File: config.mk
export PLATFORM = sky130hd
export DESIGN_NAME = htif_bridge
export DESIGN_NICKNAME = d
export VERILOG_FILES = /design/src/rtl/htif_bridge_pkg.sv /design/src/rtl/htif_tx_shifter.sv /design/src/rtl/htif_bridge.sv
export SDC_FILE = /design/constraint.sdc
export NUM_CORES = 1
export LEC_CHECK = 0
export BUFFER_PORTS_ARGS = -buffer_cell sky130_fd_sc_hd__buf_2
export CAP_MARGIN = 5
export CORE_MARGIN = 8
export CORE_UTILIZATION = 35
export CTS_BUF_LIST = sky130_fd_sc_hd__clkbuf_4 sky130_fd_sc_hd__clkbuf_8
export DETAILED_ROUTE_END_ITERATION = 10
export MAX_ROUTING_LAYER = met4
export PLACE_DENSITY_LB_ADDON = 0.12
export SYNTH_ARGS = -nofsm -noshare
export SYNTH_HDL_FRONTEND = slang
export SYNTH_HIERARCHICAL = 1
export SYNTH_SLANG_ARGS = --single-unit
File: constraint.sdc
create_clock -name clk -period 2.9 [get_ports clk]
set_clock_uncertainty 0.15 [all_clocks]
set_input_delay 0.58 -clock clk [delete_from_list [all_inputs] [get_ports clk]]
set_output_delay 0.58 -clock clk [all_outputs]
set_load 0.005 [all_outputs]
File: src/rtl/htif_bridge_pkg.sv
// Shared constants and FSM encodings for the host-interface bridge.
package htif_bridge_pkg;

    localparam int HTIF_XLEN   = 32;
    localparam int HTIF_BYTE_W = 8;
    localparam int HTIF_NBYTES = HTIF_XLEN / HTIF_BYTE_W;

    typedef enum logic [1:0] {
        TX_IDLE  = 2'd0,
        TX_SEND  = 2'd1,
        TX_CLEAR = 2'd2
    } tx_state_e;

    typedef enum logic {
        RX_COLLECT = 1'b0,
        RX_DELIVER = 1'b1
    } rx_state_e;

    function automatic int cnt_width(input int n);
        return (n > 1) ? $clog2(n) : 1;
    endfunction

endpackage

File: src/rtl/htif_tx_shifter.sv
// TOHOST capture and byte serialiser: one shift register plus a single pending slot.
// state    | meaning
// TX_IDLE  | no word in flight; accepts a new word or drains the pending slot
// TX_SEND  | presenting bytes little-endian on the valid/ready link
// TX_CLEAR | one-cycle tohost_clr pulse for the word just sent
module htif_tx_shifter
    import htif_bridge_pkg::*;
#(
    parameter int XLEN   = HTIF_XLEN,
    parameter int BYTE_W = HTIF_BYTE_W
) (
    input  logic              clk,
    input  logic              reset,
    input  logic              tohost_we,
    input  logic [XLEN-1:0]   tohost_data,
    output logic              tohost_clr,
    output logic [BYTE_W-1:0] tx_data,
    output logic              tx_valid,
    input  logic              tx_ready,
    output logic              overrun
);

    localparam int NBYTES = XLEN / BYTE_W;
    localparam int CNT_W  = cnt_width(NBYTES);

    tx_state_e         state_q, state_d;
    logic [XLEN-1:0]   shift_q;
    logic [XLEN-1:0]   pend_q;
    logic              pend_full_q;
    logic [CNT_W-1:0]  cnt_q;
    logic              overrun_q;

    logic capture, last_byte;
    logic load_new, load_pend, to_pend, drop, shift_en;

    assign capture   = tohost_we && (tohost_data != '0);
    assign last_byte = (cnt_q == CNT_W'(NBYTES - 1));
    assign tx_data   = shift_q[BYTE_W-1:0];
    assign overrun   = overrun_q;

    always_comb begin
        state_d    = state_q;
        load_new   = 1'b0;
        load_pend  = 1'b0;
        to_pend    = 1'b0;
        drop       = 1'b0;
        shift_en   = 1'b0;
        tx_valid   = 1'b0;
        tohost_clr = 1'b0;
        case (state_q)
            TX_IDLE: begin
                // Older pending word goes first; a same-cycle write refills the slot.
                if (pend_full_q) begin
                    load_pend = 1'b1;
                    to_pend   = capture;
                    state_d   = TX_SEND;
                end else if (capture) begin
                    load_new = 1'b1;
                    state_d  = TX_SEND;
                end
            end
            TX_SEND: begin
                tx_valid = 1'b1;
                to_pend  = capture && !pend_full_q;
                drop     = capture && pend_full_q;
                if (tx_ready) begin
                    shift_en = 1'b1;
                    if (last_byte) begin
                        state_d = TX_CLEAR;
                    end
                end
            end
            TX_CLEAR: begin
                tohost_clr = 1'b1;
                to_pend    = capture && !pend_full_q;
                drop       = capture && pend_full_q;
                state_d    = TX_IDLE;
            end
            default: state_d = TX_IDLE;
        endcase
    end

    always_ff @(posedge clk) begin
        if (reset) begin
            state_q     <= TX_IDLE;
            shift_q     <= '0;
            pend_q      <= '0;
            pend_full_q <= 1'b0;
            cnt_q       <= '0;
            overrun_q   <= 1'b0;
        end else begin
            state_q <= state_d;
            if (load_pend) begin
                shift_q <= pend_q;
                cnt_q   <= '0;
            end else if (load_new) begin
                shift_q <= tohost_data;
                cnt_q   <= '0;
            end else if (shift_en) begin
                shift_q <= shift_q >> BYTE_W;
                cnt_q   <= last_byte ? '0 : cnt_q + 1'b1;
            end
            if (to_pend) begin
                pend_q      <= tohost_data;
                pend_full_q <= 1'b1;
            end else if (load_pend) begin
                pend_full_q <= 1'b0;
            end
            if (drop) begin
                overrun_q <= 1'b1;
            end
        end
    end

endmodule

File: src/rtl/htif_bridge.sv
// Host-interface bridge between the PCR file's TOHOST/FROMHOST registers and a byte-wide host link.
// state      | meaning
// RX_COLLECT | accepting host bytes into the assembly register
// RX_DELIVER | full word offered to FROMHOST until acked
module htif_bridge
    import htif_bridge_pkg::*;
#(
    parameter int XLEN   = HTIF_XLEN,
    parameter int BYTE_W = HTIF_BYTE_W
) (
    input  logic              clk,
    input  logic              reset,
    input  logic              tohost_we,
    input  logic [XLEN-1:0]   tohost_data,
    output logic              tohost_clr,
    output logic              fromhost_we,
    output logic [XLEN-1:0]   fromhost_wdata,
    input  logic              fromhost_ack,
    output logic [BYTE_W-1:0] tx_data,
    output logic              tx_valid,
    input  logic              tx_ready,
    input  logic [BYTE_W-1:0] rx_data,
    input  logic              rx_valid,
    output logic              rx_ready,
    output logic              overrun
);

    localparam int NBYTES = XLEN / BYTE_W;
    localparam int CNT_W  = cnt_width(NBYTES);

    htif_tx_shifter #(
        .XLEN   (XLEN),
        .BYTE_W (BYTE_W)
    ) u_tx (
        .clk         (clk),
        .reset       (reset),
        .tohost_we   (tohost_we),
        .tohost_data (tohost_data),
        .tohost_clr  (tohost_clr),
        .tx_data     (tx_data),
        .tx_valid    (tx_valid),
        .tx_ready    (tx_ready),
        .overrun     (overrun)
    );

    rx_state_e        rx_state_q, rx_state_d;
    logic [XLEN-1:0]  rx_word_q;
    logic [CNT_W-1:0] rx_cnt_q;
    logic             rx_take, rx_last;

    assign rx_last        = (rx_cnt_q == CNT_W'(NBYTES - 1));
    assign fromhost_wdata = rx_word_q;

    always_comb begin
        rx_state_d  = rx_state_q;
        rx_ready    = 1'b0;
        rx_take     = 1'b0;
        fromhost_we = 1'b0;
        case (rx_state_q)
            RX_COLLECT: begin
                // Held low during reset so every output reads zero.
                rx_ready = !reset;
                rx_take  = rx_valid && !reset;
                if (rx_take && rx_last) begin
                    rx_state_d = RX_DELIVER;
                end
            end
            RX_DELIVER: begin
                fromhost_we = 1'b1;
                if (fromhost_ack) begin
                    rx_state_d = RX_COLLECT;
                end
            end
            default: rx_state_d = RX_COLLECT;
        endcase
    end

    always_ff @(posedge clk) begin
        if (reset) begin
            rx_state_q <= RX_COLLECT;
            rx_word_q  <= '0;
            rx_cnt_q   <= '0;
        end else begin
            rx_state_q <= rx_state_d;
            if (rx_take) begin
                for (int i = 0; i < NBYTES; i++) begin
                    if (rx_cnt_q == CNT_W'(i)) begin
                        rx_word_q[i*BYTE_W +: BYTE_W] <= rx_data;
                    end
                end
                rx_cnt_q <= rx_last ? '0 : rx_cnt_q + 1'b1;
            end
        end
    end

endmodule

# Word-level counts from Yosys, hierarchy flattened
# Index checks and enable logic that the tools add are counted.
[totals]
regBits = 105
latchBits = 0
mem_bits_rw = 0
mem_bits_ro = 0
output_inout_bits = 45
elab_cells = 73
n_memories = 0
[op_classes]
n_addsub = 2
multipliers = 0
div = 0
n_lt_le_gt_ge = 0
eq_ne = 9
shifts = 0
mux = 30
bitwise_logic = 1
reduce_logical = 19
[ops]
columns = ["operator", "count"]
rows = [
  ["$mux 32", 3],
  ["$reduce_bool 32->1", 1],
  ["$mux 1", 18],
  ["$mux 2", 6],
  ["$eq 2x2->1 const B", 4],
  ["$reduce_and 2->1", 4],
  ["$logic_and 1x1->1", 5],
  ["$add 2x1->2 const B", 2],
  ["$eq 2x1->1 const B", 2],
  ["$logic_not 2->1", 2],
  ["$pmux 1 s2", 2],
  ["$pmux 2 s2", 1],
  ["$ne 3x1->1 const B", 1],
  ["$reduce_and 3->1", 1],
  ["$reduce_bool 3->1", 1],
  ["$reduce_or 3->1", 1],
  ["$logic_not 1->1", 2],
  ["$ne 2x1->1 const B", 1],
  ["$ne 2x2->1 const B", 1],
  ["$reduce_bool 2->1", 1],
  ["$reduce_or 2->1", 1],
  ["$not 1->1", 1],
]

# Logic depth before layout (Yosys ltp)
# Gate-level depths: netlist of run 1.
[logic_depth]
ltp_word = 7
mapped_depth = 9

# Hierarchy
# The synthesis of run 1 kept the hierarchy.
[modules_own_cells]
columns = ["module", "instances", "cells_each", "area_each_um2", "seq_area_each_um2"]
rows = [
  ["htif_tx_shifter", 1, 392, 3378.2, 1401.3],
  ["htif_bridge", 1, 164, 1452.6, 700.7],
]

# Worst setup path before layout of run 1
# No wires, ideal clock.
[synth_path]
path_kind = "input port to flip-flop"
start = "input tohost_data[12]"
end = "register u_tx.pend_q[0]"
setup_time_ns = 0.128
arrival_ns = 1.978
t_required_ns = 2.622
path_slack_ns = 0.644
cell_stages = 6
cell_sequence = "nor4_1 -> nand4_2 -> o211ai_2 -> buf_6 -> mux2i_1 -> nor2_1"
[synth_via]
elab_chain_len = 4
word_cells_on_any_way = 5
[synth_lines]
columns = ["element", "line_no", "text"]
rows = [
  ["start: declaration", "htif_bridge.sv:14", "input logic [XLEN-1:0] tohost_data,"],
  ["$reduce_bool 32->1 *", "htif_tx_shifter.sv:36", "assign capture = tohost_we && (tohost_data != '0);"],
  ["$logic_and 1x1->1 *", "htif_tx_shifter.sv:36", ""],
  ["$mux 1 / $logic_and 1x1->1 (equally long branches)", "htif_tx_shifter.sv:53, htif_tx_shifter.sv:64, htif_tx_shifter.sv:75", ""],
  ["$pmux 1 s2 *", "htif_tx_shifter.sv:50", "case (state_q)"],
  ["end signal: assignment", "htif_tx_shifter.sv:104", "pend_q <= tohost_data;"],
  ["end: declaration", "htif_tx_shifter.sv:28", "logic [XLEN-1:0] pend_q;"],
]
# Every way passes the cells marked *; elsewhere a longest branch is shown, timed or not.
# A chain may end at the register's enable or synchronous reset.

# Final worst setup path of run 1
[layout_path]
start = "register u_tx.state_q[0]"
end = "register u_tx.shift_q[14]"
[layout_via]
elab_chain_len = 4
word_cells_on_any_way = 8
[layout_lines]
columns = ["element", "line_no", "text"]
rows = [
  ["start: declaration", "htif_tx_shifter.sv:26", "tx_state_e state_q, state_d;"],
  ["start signal: assignment", "htif_tx_shifter.sv:92", "state_q <= state_d;"],
  ["$logic_not 2->1", "htif_tx_shifter.sv:50", ""],
  ["$mux 1", "htif_tx_shifter.sv:50", ""],
  ["$mux 32", "htif_tx_shifter.sv:96", "end else if (load_new) begin"],
  ["$mux 32", "htif_tx_shifter.sv:93", "if (load_pend) begin"],
  ["end signal: assignment", "htif_tx_shifter.sv:94", "shift_q <= pend_q;"],
  ["end signal: assignment", "htif_tx_shifter.sv:97", "shift_q <= tohost_data;"],
  ["end signal: assignment", "htif_tx_shifter.sv:100", "shift_q <= shift_q >> BYTE_W;"],
  ["end: declaration", "htif_tx_shifter.sv:27", "logic [XLEN-1:0] shift_q;"],
]
# Parallel ways exist; a longest one is shown, timed or not.

==> impl_metrics.py, run 1 <==
metrics = {
    "status": {
        "status": "finished clean",
    },
    "power_and_ir_drop": {
        "irDropWorstVdd_mv": 0.2834,
        "leakagePower_uw": 0.002594,
        "powerDensity_nw_per_um2": 814.8,
        "finalPower_uw": 4572,
    },
    "cts": {
        "root_buffer": "clkbuf_8",
        "postCtsResizedCells": 0,
        "cts_setup_buffers": 0,
        "worst_skew_pair.late_latency_ps": 380,
        "hold_buffers": 0,
        "cts_buffers": 9,
        "clock_path_buffers": 2,
        "cts_tree": "yes",
        "clock-sinks": 105,
        "htreeDepth": 3,
        "clk_pin_slew_ps": 110,
    },
    "yosys": {
        "syn_avg_cell_area_um2": 8.689,
        "syn_inst": 556,
        "yosysWarnings": 6,
        "ys_seq_area_frac": 0.4351,
        "ys_seq_elements": 105,
        "synth_nets": 611,
        "ys_types": 38,
        "synth_area_um2": 4831,
    },
    "timing": {
        "tns_ps": 0,
        "setup-violations-final": 0,
        "fmax_ghz": 0.3978,
        "worstMarginPinSlew_ps": 1214,
        "fin_crit_sh": 0.8668,
        "maxSlewHeadroom": 0.1905,
        "rsz0062_at_grt": "false",
        "period_needed_ps": 2514,
        "hold_viol": 0,
        "fin_ws_ps": 386.4,
        "slew_violations": 0,
    },
    "setup_path": {
        "cp_max_fo": 24,
        "cp-end-kind": "register",
        "rr_startpoint": "u_tx/state_q[0]$_SDFFE_PP0P_",
        "startpoint": "u_tx/state_q[0]$_SDFFE_PP0P_",
        "criticalPathCategory": "register to register",
        "cp_data_required_time_ps": 3060,
        "timing.critical_path.from_type": "register",
        "reg2reg_depth": 6,
        "r2r_slack_ps": 390,
        "rr_endpoint": "u_tx/shift_q[14]$_SDFFE_PP0P_",
        "crit_arrival_ps": 2680,
    },
    "place": {
        "io_buffers": 90,
        "pre_cts_slack_ps": 21.20,
        "hpwlAfterDp_mm": 10.16,
        "finalWeightedCongestion": 0.7664,
    },
    "die": {
        "die_h_um": 133.5,
        "io_pins": 91,
        "die_x_um": 133.5,
        "die_area_um2": 17820,
        "start_util": 0.3535,
        "coreArea_um2": 13670,
        "row_count": 43,
    },
    "layout": {
        "final_nets": 683,
        "fin_util": 0.4106,
        "syn_to_final_growth_pct": 16.16,
        "layout-drive-gt1-share": 0.2464,
        "n_fill_cell": 1410,
    },
    "drt": {
        "vias_per_cell": 5.202,
        "drt-wirelength-per-cell_um": 17.49,
        "dr.pass1.iters": 4,
        "finalWirelength_mm": 14.26,
        "routed-via-count": 4240,
        "drc_errors": 0,
        "ant_nets": 0,
        "initialDrtViolationCount": 283,
    },
    "global_routing": {
        "grt_pass1_wl_mm": 23.18,
        "grt_max_degree": 49,
        "top_usage_layer": "met2",
        "grtUsageMet1": 0.2105,
        "overflow": 0,
        "use_met3": 0.03163,
        "grt_pass1_vias": 4428,
        "use_met2": 0.2594,
        "track_usage": 0.1666,
        "antenna_found_initial": 2,
    },
    "run": {
        "max_cap_violations": 0,
    },
    "worst_hold_path": {
        "min_path_cells": 3,
        "min_to": "rx_state_q$_SDFF_PP0_",
        "hp-start": "fromhost_ack",
        "hp-class": "primary input to register",
    },
}
-- worst max-delay path, stage by stage (launching register included) --
cell,delay (ps)
dfxtp_1,340
inv_1,100
ha_1,350
and2_1,200
a21oi_1,80
a21oi_2,930
a32o_1,300
-- cells by family after synthesis --
group / share of synthesized area
adders and majority gates: 0.02331
and+or+nand+nor: 0.2012
DFF: 0.4351
muxes: 0.07045
AOI/OAI and AO/OA: 0.2041
buffers and inverters: 0.06579
-- registers in the layout (all words and copies together) (netlist names) --
signal / count
rx_state_q: 1
u_tx/shift_q: 32
u_tx/pend_full_q: 1
rx_cnt_q: 2
u_tx/cnt_q: 2
u_tx/pend_q: 32
u_tx/overrun: 1
fromhost_wdata: 32
u_tx/state_q: 2
-- worst max path at each step --
stage	slack, ps	end
3_5_place_dp	20	u_tx/shift_q[6]$_SDFFE_PP0P_
2_1_floorplan	640	u_tx/pend_q[0]$_SDFFE_PP0P_
3_3_place_gp	10	u_tx/shift_q[15]$_SDFFE_PP0P_
4_1_cts	370	u_tx/shift_q[6]$_SDFFE_PP0P_
5_1_grt	190	u_tx/shift_q[21]$_SDFFE_PP0P_
6_report	390	u_tx/shift_q[14]$_SDFFE_PP0P_
-- layout by cell type, fill, tap and decap left out, drive strengths merged, types with 2 or more instances in the layout --
| cell | n |
|---|---|
| a21oi | 97 |
| a22oi | 8 |
| a32o | 24 |
| and2 | 2 |
| and3 | 25 |
| and3b | 4 |
| buf | 109 |
| clkbuf | 9 |
| clkinv | 3 |
| dfxtp | 105 |
| diode | 2 |
| ha | 9 |
| inv | 8 |
| mux2i | 34 |
| nand2 | 116 |
| nand2b | 2 |
| nand3 | 9 |
| nand3b | 4 |
| nand4 | 2 |
| nor2 | 39 |
| nor4 | 8 |
| o211ai | 3 |
| o21ai | 2 |
-- power breakdown --
| group | total [µW] | internal [µW] | switching [µW] |
|---|---|---|---|
| clock network | 976 | 417 | 560 |
| logic | 1700 | 707 | 991 |
| registers | 1900 | 1730 | 171 |
-- cells in the mapped netlist (all sizes together) --
cell type,n,share of area
and2b,1,0.0016
nor2b,1,0.0013
o21bai,1,0.0016
nand3,9,0.0093
nand2,116,0.090
and3b,4,0.0073
buf,29,0.047
mux2i,34,0.070
a22oi,8,0.012
o21a,1,0.0016
o21ai,2,0.0021
nor4,8,0.010
clkbuf,19,0.015
a32o,24,0.050
nand3b,4,0.0070
nand4,2,0.0039
a21boi,1,0.0016
o211a,1,0.0021
o221a,1,0.0023
or2b,1,0.0016
a21oi,97,0.12
dfxtp,105,0.44
o211ai,3,0.0096
nand2b,2,0.0026
and3,25,0.032
nor3,1,0.0010
nor2,39,0.030
and2,2,0.0026
inv,5,0.0039
a31oi,1,0.0013
ha,9,0.023
-- through the flow --
step | cell area, µm² | instances | hold WS, ps
6_report | 5612 | 815 | 287.8
5_1_grt | 5612 | 815 | 275.6
4_1_cts | 5607 | 813 | 261.9
3_5_place_dp | 5396 | 797 | 303.2
3_3_place_gp | 5396 | 797 | 290.6
2_1_floorplan | 4831 | 556 | 287.2
-- area by class of cell --
type / count / area [µm²] / area share
multi-input cells: 398 / 2420 / 0.4312
well taps: 180 / 225.2 / 0.04013
diodes: 2 / 5.005 / 0.0008919
clock buffers: 9 / 123.9 / 0.02207
clock inverters: 7 / 86.33 / 0.01538
flip-flops and latches: 105 / 2102 / 0.3746
inverters: 5 / 18.77 / 0.003344
repair buffers: 109 / 630.6 / 0.1124
-- per-layer routing --
metal / up-vias / part of all wire
li1: 2089 / -
met1: 2020 / 0.48
met2: 112 / 0.46
met3: 19 / 0.048
met4: 0 / 0.018
met5: - / 0
(Power assumes the default switching activity.)
==> run 2: changes to the inputs <==
--- a/config.mk
+++ b/config.mk
@@ -7,6 +7,7 @@
 export LEC_CHECK = 0
 export BUFFER_PORTS_ARGS = -buffer_cell sky130_fd_sc_hd__buf_2
 export CAP_MARGIN = 5
+export CORE_ASPECT_RATIO = 0.8
 export CORE_MARGIN = 8
 export CORE_UTILIZATION = 35
 export CTS_BUF_LIST = sky130_fd_sc_hd__clkbuf_4 sky130_fd_sc_hd__clkbuf_8
==> run 2 against run 1 <==
  * Clock-buffer cell count rose by 1
  * Critical endpoint is now u_tx/shift_q[8]$_SDFFE_PP0P_
  * Wire length shrank 3.5%
  * Critical path type unchanged
  * Maximum frequency rose by 2.8%
  * Setup slack improved by 70 ps
  * Sequential cell count stayed put
  * Largest cell class unchanged
  * Global-route usage decreased by 0.78 points
  * Largest power group unchanged
  * Register-to-register slack better by 70 ps
  * First-iteration DRC count fell by 23%
  * Worst hold slack better by 26 ps
  * Sequential share of layout area down 0.11 points
  * Combinational power hardly changed
  * Clock power up 2.3%
==> impl_metrics.py, run 2 (synthesis results as in run 1) <==
metrics = {
    "status": {
        "status": "finished clean",
    },
    "cts": {
        "clk_pin_slew_ps": 100,
        "root_buffer": "clkbuf_8",
        "worst_skew_pair.late_latency_ps": 370,
        "postCtsResizedCells": 0,
        "clock_path_buffers": 2,
        "cts_buffers": 9,
        "cts_setup_buffers": 0,
        "hold_buffers": 0,
        "cts_tree": "yes",
        "htreeDepth": 3,
        "clock-sinks": 105,
    },
    "timing": {
        "hold_ws_ps": 313.8,
        "fin_ws_ps": 456.0,
        "rsz0062_at_grt": "false",
        "fmax_ghz": 0.4092,
        "slew_violations": 0,
        "tns_ps": 0,
        "fin_crit_sh": 0.8428,
        "worstMarginPinSlew_ps": 557.7,
        "period_needed_ps": 2444,
        "setup-violations-final": 0,
        "hold_viol": 0,
        "maxSlewHeadroom": 0.6282,
    },
    "global_routing": {
        "grt_pass1_wl_mm": 22.26,
        "grt_max_degree": 49,
        "grt_pass1_vias": 4103,
        "overflow": 0,
        "antenna_found_initial": 0,
        "track_usage": 0.1588,
    },
    "setup_path": {
        "timing.critical_path.from_type": "register",
        "rr_startpoint": "u_tx/state_q[0]$_SDFFE_PP0P_",
        "cp_max_fo": 29,
        "cp_data_required_time_ps": 3060,
        "reg2reg_depth": 8,
        "crit_arrival_ps": 2610,
        "cp-end-kind": "register",
        "criticalPathCategory": "register to register",
        "startpoint": "u_tx/state_q[0]$_SDFFE_PP0P_",
        "rr_endpoint": "u_tx/shift_q[8]$_SDFFE_PP0P_",
        "r2r_slack_ps": 460,
    },
    "drt": {
        "vias_per_cell": 5.088,
        "initialDrtViolationCount": 218,
        "finalWirelength_mm": 13.76,
        "drc_errors": 0,
        "ant_nets": 0,
        "dr.pass1.iters": 4,
        "routed-via-count": 4152,
        "drt-wirelength-per-cell_um": 16.86,
    },
    "power_and_ir_drop": {
        "p_clk_frac": 0.217,
        "p_sw_uw": 1670,
        "powerDensity_nw_per_um2": 816.2,
        "switching_share": 0.3634,
        "p_comb_frac": 0.366,
        "finalPower_uw": 4594,
        "p_int_uw": 2924,
        "irDropWorstVdd_mv": 0.4170,
        "leakagePower_uw": 0.002605,
        "power_frac_seq": 0.417,
    },
    "worst_hold_path": {
        "min_to": "u_tx/cnt_q[1]$_SDFFE_PP0P_",
        "hp-start": "u_tx/cnt_q[1]$_SDFFE_PP0P_",
        "hp-class": "register to register",
        "min_path_cells": 2,
    },
    "layout": {
        "layout-drive-gt1-share": 0.2488,
        "most-common-layout-cells": "nand2_1 (116), dfxtp_1 (105), buf_2 (90), a21oi_1 (72), nor2_1 (39)",
        "fin_util": 0.4168,
        "syn_to_final_growth_pct": 16.50,
        "final_nets": 685,
        "final_common_cell": "nand2_1",
    },
    "die": {
        "die_h_um": 121.1,
        "row_count": 38,
        "die_area_um2": 17840,
        "start_util": 0.3578,
        "coreArea_um2": 13500,
        "io_pins": 91,
        "die_x_um": 147.4,
    },
    "place": {
        "hpwlAfterDp_mm": 9.853,
        "finalWeightedCongestion": 0.8063,
        "io_buffers": 90,
        "pre_cts_slack_ps": 128.1,
    },
    "run": {
        "max_cap_violations": 0,
    },
}
[run 2: how the worst max path moves through the flow]
stage	end	slack, ps	depth (start not counted)
floorplan	u_tx/pend_q[0]$_SDFFE_PP0P_	640	6
finish	u_tx/shift_q[8]$_SDFFE_PP0P_	460	8
global placement	u_tx/pend_q[5]$_SDFFE_PP0P_	180	9
global route	u_tx/shift_q[12]$_SDFFE_PP0P_	300	8
detailed placement	u_tx/shift_q[18]$_SDFFE_PP0P_	130	9
CTS	u_tx/shift_q[18]$_SDFFE_PP0P_	480	8
[run 2: area by class of cell]
class	count	area [µm²]
fillers	1414	7875
multi-input cells	398	2420
flip-flops and latches	105	2102
repair buffers	111	645.6
well taps	180	225.2
clock buffers	10	131.4
clock inverters	6	82.58
inverters	5	18.77
diodes	1	2.502
[run 2: power by group through the flow]
| stage | sequential, µW | combinational [µW] | clock [µW] |
|---|---|---|---|
| floorplan | 1870 | 1260 | 0 |
| global placement | 1940 | 1660 | 0 |
| detailed placement | 1950 | 1690 | 0 |
| CTS | 1910 | 1690 | 1030 |
| global route | 1950 | 1870 | 1090 |
| finish | 1910 | 1680 | 998 |
[run 2: stage by stage]
| step | cells | area [µm²] |
|---|---|---|
| 2_1_floorplan | 556 | 4831 |
| 5_1_grt | 815 | 5625 |
| 3_3_place_gp | 799 | 5411 |
| 4_1_cts | 815 | 5625 |
| 6_report | 816 | 5628 |
| 3_5_place_dp | 799 | 5411 |
[run 2: worst max-delay path, stage by stage (launching register included)]
cell and delay [ps]:
dfxtp_1 350, inv_1 110, ha_1 180, buf_4 310, and2_1 440, a21oi_1 160
a21oi_2 160, buf_4 310, a32o_1 210
[run 2: layer usage]
metal / vias to the layer above / global-route usage / share of wire
met4: 0 / 0.04132 / 0.0086
met1: 1969 / 0.2170 / 0.52
li1: 2083 / - / -
met3: 9 / 0.03280 / 0.045
met2: 91 / 0.2340 / 0.43
met5: - / - / 0
